### src/rtl/irq_catch.sv
// irq_catch: interrupt receiver with per-line polarity/strobe mode, glitch filter and W1C pending/overrun.
// Define IRQ_CATCH_SYNC_EN to pass every line through a 2-flop synchronizer first.
module irq_catch #(
    parameter int N_IRQ = 8,
    parameter int ID_W  = (N_IRQ > 1) ? $clog2(N_IRQ) : 1
) (
    input  logic                 clk_i,
    input  logic                 srst_n_i,
    input  logic [N_IRQ-1:0]     irq_lines_i,
    input  logic [2*N_IRQ-1:0]   irq_mode_i,
    input  logic [15:0]          min_len_i,
    input  logic [N_IRQ-1:0]     enable_i,
    input  logic                 clear_i,
    input  logic [N_IRQ-1:0]     clear_mask_i,
    output logic [N_IRQ-1:0]     pending_o,
    output logic [N_IRQ-1:0]     overrun_o,
    output logic                 irq_o,
    output logic [ID_W-1:0]      irq_id_o
);
    logic [N_IRQ-1:0]   line_s;
    logic [N_IRQ-1:0]   idle_lvl;
    logic [2*N_IRQ-1:0] mode_q;
    logic [15:0]        cnt_q [N_IRQ];
    logic [15:0]        cnt_d [N_IRQ];
    logic [N_IRQ-1:0]   fired_q, fired_d;
    logic [N_IRQ-1:0]   pending_q, pending_d;
    logic [N_IRQ-1:0]   overrun_q, overrun_d;
    logic [N_IRQ-1:0]   masked;
    logic [15:0]        min_eff;

    assign min_eff = (min_len_i == 16'd0) ? 16'd1 : min_len_i;

    for (genvar i = 0; i < N_IRQ; i++) begin : g_idle
        assign idle_lvl[i] = irq_mode_i[2*i] ^ irq_mode_i[2*i+1];
    end

`ifdef IRQ_CATCH_SYNC_EN
    logic [N_IRQ-1:0] sync1_q, sync2_q;
    always_ff @(posedge clk_i) begin
        if (!srst_n_i) begin
            sync1_q <= idle_lvl;
            sync2_q <= idle_lvl;
        end else begin
            sync1_q <= irq_lines_i;
            sync2_q <= sync1_q;
        end
    end
    assign line_s = sync2_q;
`else
    assign line_s = irq_lines_i;
`endif

    for (genvar i = 0; i < N_IRQ; i++) begin : g_line
        logic        act, strobe, chg, run, qual, evt, clr;
        logic [16:0] cnt_inc;
        assign strobe  = irq_mode_i[2*i];
        assign act     = line_s[i] ^ idle_lvl[i];
        assign chg     = irq_mode_i[2*i +: 2] != mode_q[2*i +: 2];
        // a mode change restarts the filter and suppresses this cycle's event
        assign run     = act & ~chg;
        assign cnt_inc = {1'b0, cnt_q[i]} + 17'd1;
        assign qual    = run & (cnt_inc >= {1'b0, min_eff});
        assign evt     = qual & ~(strobe & fired_q[i]);
        assign clr     = clear_i & clear_mask_i[i];
        assign cnt_d[i]     = run ? (cnt_inc[16] ? 16'hFFFF : cnt_inc[15:0]) : 16'd0;
        assign fired_d[i]   = run & (fired_q[i] | evt);
        assign pending_d[i] = evt | (~clr & pending_q[i]);
        assign overrun_d[i] = ~clr & (overrun_q[i] | (evt & pending_q[i] & strobe));
    end

    always_ff @(posedge clk_i) begin
        if (!srst_n_i) begin
            mode_q    <= '0;
            cnt_q     <= '{default: '0};
            fired_q   <= '0;
            pending_q <= '0;
            overrun_q <= '0;
        end else begin
            mode_q    <= irq_mode_i;
            cnt_q     <= cnt_d;
            fired_q   <= fired_d;
            pending_q <= pending_d;
            overrun_q <= overrun_d;
        end
    end

    assign masked    = pending_q & enable_i;
    assign pending_o = pending_q;
    assign overrun_o = overrun_q;
    assign irq_o     = |masked;

    always_comb begin
        irq_id_o = '0;
        for (int i = N_IRQ - 1; i >= 0; i--) begin
            if (masked[i]) irq_id_o = ID_W'(i);
        end
    end
endmodule

### config.mk
export PLATFORM = sky130hd
export DESIGN_NAME = irq_catch
export DESIGN_NICKNAME = d
export VERILOG_FILES = /design/src/rtl/irq_catch.sv
export SDC_FILE = /design/constraint.sdc
export NUM_CORES = 1
export LEC_CHECK = 0
export BUFFER_PORTS_ARGS = -buffer_cell sky130_fd_sc_hd__buf_2
export CORE_UTILIZATION = 30
export CTS_CLUSTER_SIZE = 28
export DETAILED_ROUTE_END_ITERATION = 8
export GPL_ROUTABILITY_DRIVEN = 0
export GPL_TIMING_DRIVEN = 0
export SLEW_MARGIN = 25
export SYNTH_ARGS = -nofsm -noshare
export SYNTH_HDL_FRONTEND = slang
export SYNTH_SLANG_ARGS = --single-unit
### constraint.sdc
create_clock -name clk_i -period 3.1 [get_ports clk_i]
set_clock_uncertainty 0.15 [all_clocks]
set_input_delay 0.155 -clock clk_i [delete_from_list [all_inputs] [get_ports clk_i]]
set_output_delay 0.155 -clock clk_i [all_outputs]
set_load 0.02 [all_outputs]
==> summary.txt <==
outcome - complete, no violations
ant diodes - 0
FF-to-FF path depth - 13
Total GRT Usage - 17.1%
TritonCTS clock tree - built
IO Pins - 79
first-pass GRT wire length - 48400 µm
post-detail-place hpwl - 22900 µm
clock slew at reported path FFs - 0.08 ns
Flop pwr share - 46.0%
R2R Setup Slk - 0.07 ns
Final Power - 0.00475 W
pwr/cell area - 367 nW/µm²
drc violations - 0
share of synthesized flip-flops with an asynchronous set or reset - 0%
Total Neg Setup Slack - 0 ns
root buf cell - clkbuf_16
Min-Delay Path Class - input pin to flop
row count - 69
max-slew violation count - 0
Tmin final - 3.03 ns
post-synth net total - 1499
combinational share of power - 8.0%
wire per inst - 16.3 µm
maximum root-to-sink buffer count - 2
via count - 9817
H-tree Lvls - 4
Clock power frac - 46.0%
max cap viols - 0
final WL - 31200 µm
core region area - 35500 µm²
Sw Ratio - 26.0%
Net Sw Power - 0.00124 W
VDD IR-drop max - 0.363 mV
Slew HR - 28.7%
worst hold stages - 3
Die ar. - 36700 µm²
PortBufs - 77
Final Hold Viols - 0
Int Power - 0.00351 W
Syn Std Cell Area - 10800 µm²
RSZ-0062 raised after global routing - yes
Filler cells - 3607
starting DRC count in detailed routing - 605
Post-DRT Antenna Nets - 0
Top Usage Layer GRT - met2
Global Route met2 Usage - 28.6%
CP startpoint kind - flop
WP data required - 3.25 ns
Setup crit end kind - flop
Worst Tran Pin Value - 1.07 ns
Post-synth EDFFs - 0
final core utilization - 36.5%
pre-CTS WS - -0.199 ns
register area share after synthesis - 31.2%
Reg area - 3400 µm²
clock latency on the worst-skew pair - 0.45 ns
Syn-to-layout area delta - 20.0%
worst setup path class - flop to flop
first-pass iteration count of the detailed router - 5
die height - 192 µm
largest net degree at the start of global routing - 17
Pleak - 6.11 nW
M1 GR Usage - 21.1%
layout cell share with drive strength beyond 1 - 14.0%
multi-input logic area - 7110 µm²
f_max - 330 MHz
crit share post-route - 97.7%
TritonCTS Buffers - 17
worst setup margin - 0.0706 ns
Critical Path Fanout Max - 6
Mapped Cells - 1304
Synth Register Bits - 168
met3 usage - 3.71%
Avg Cell Area, Syn - 8.27 µm²
Initial Utilization - 30.4%
dominant synthesized flop cell - dfxtp_1
total grt overflow - 0
# setup viols final - 0
chip width - 192 µm
vias in the first global route - 9218
Syn. warnings - 0
clock sink count - 168
Distinct cells, synth - 71
vias per cell - 5.14
initial antenna violation count - 0
Worst EP arrival - 3.18 ns
nets - 1632
cells by family after synthesis:
kind of cell | share of synthesized area, %
fa+ha+maj | 15.8
buf+inv | 5.06
xor+xnor | 9.09
flops | 31.2
mux | 0.186
simple gates | 22.3
compound gates | 16.4
power by group through the flow:
stage          logic (W)  registers [W]  clock network [W]
2_1_floorplan   0.000187        0.00223                  0
3_3_place_gp    0.000341        0.00224                  0
3_5_place_dp    0.000350        0.00224                  0
4_1_cts         0.000378        0.00219            0.00222
5_1_grt         0.000425        0.00219            0.00232
6_report        0.000381        0.00218            0.00218
metrics by stage:
step                instance area (µm²)  instances  hold slack, ns
floorplan                         10800       1304           0.127
global placement                  11800       1842           0.237
detailed placement                11800       1842           0.243
CTS                               12600       1900          0.0768
global route                      12900       1911           0.112
finish                            12900       1911          0.0787
cells in the mapped netlist, types with 25 or more instances:
cell	n	area share, %
a21oi_1	151	7.0
and2_1	29	1.7
and3_1	25	1.4
dfxtp_1	168	31
ha_1	136	16
inv_1	119	4.1
nand2_1	96	3.3
nand3_1	74	3.4
nand4_1	36	2.1
nor2_1	86	3.0
nor3_1	33	1.5
o21ai_0	29	1.3
xnor2_1	60	4.9
xor2_1	52	4.2
final cells by class:
class                      instances  area share (%)
buffer                            23           0.792
timing repair buffer             114            5.61
inverter                         119            3.45
sequential                       168            26.2
tap                              461            4.45
clock buffer                      18            3.31
clock inverter                    14            1.25
multi-input combinational        994            54.9
layout by cell type (no fill, tap or decap), types with 32 or more instances in the layout:
cell type	count
ha_1	129
nor3_1	32
nand4_1	36
xor2_1	51
xnor2_1	59
inv_1	119
a21oi_1	150
nor2_1	80
buf_2	80
dfxtp_1	153
nand3_1	69
nand2_1	96
critical path: stages, from the launching register on:
cell	delay, ns
dfxtp_1	0.42
ha_4	0.19
and4_1	0.20
clkbuf_4	0.18
and3_1	0.19
xnor2_1	0.14
inv_1	0.07
ha_1	0.31
a21oi_1	0.16
nor2_1	0.06
a2111oi_2	0.40
o21ai_1	0.16
a21oi_2	0.18
a21oi_1	0.08
sequential cells by signal, summed over array words and instances, names as in the netlist:
name       count
cnt_q        128
overrun_o      8
fired_q        8
pending_o      8
mode_q        16
metal layers:
metal / up-vias / wire [µm]
met3: 54 / 1590
met4: 0 / 1060
met5: - / 0
met1: 4609 / 13900
li1: 4944 / -
met2: 210 / 14700
timing repair:
action	CTS	global route
endpoints found under the setup margin	12	18
hold buffers	24	0
gates cloned	0	0
pin swaps	5	17
resized for setup	14	63
buffers inserted	2	11
endpoints found under the hold margin	29	0
path summary, 6_finish.rpt:
check,startpoint,end
worst min register to register,cnt_q[32],cnt_q[32]
worst min-delay path,srst_n_i,cnt_q[66]
worst max-delay path,cnt_q[112],fired_q[0]
worst max register to register,cnt_q[112],fired_q[0]
No activity file was read; power rests on OpenSTA's default activity.
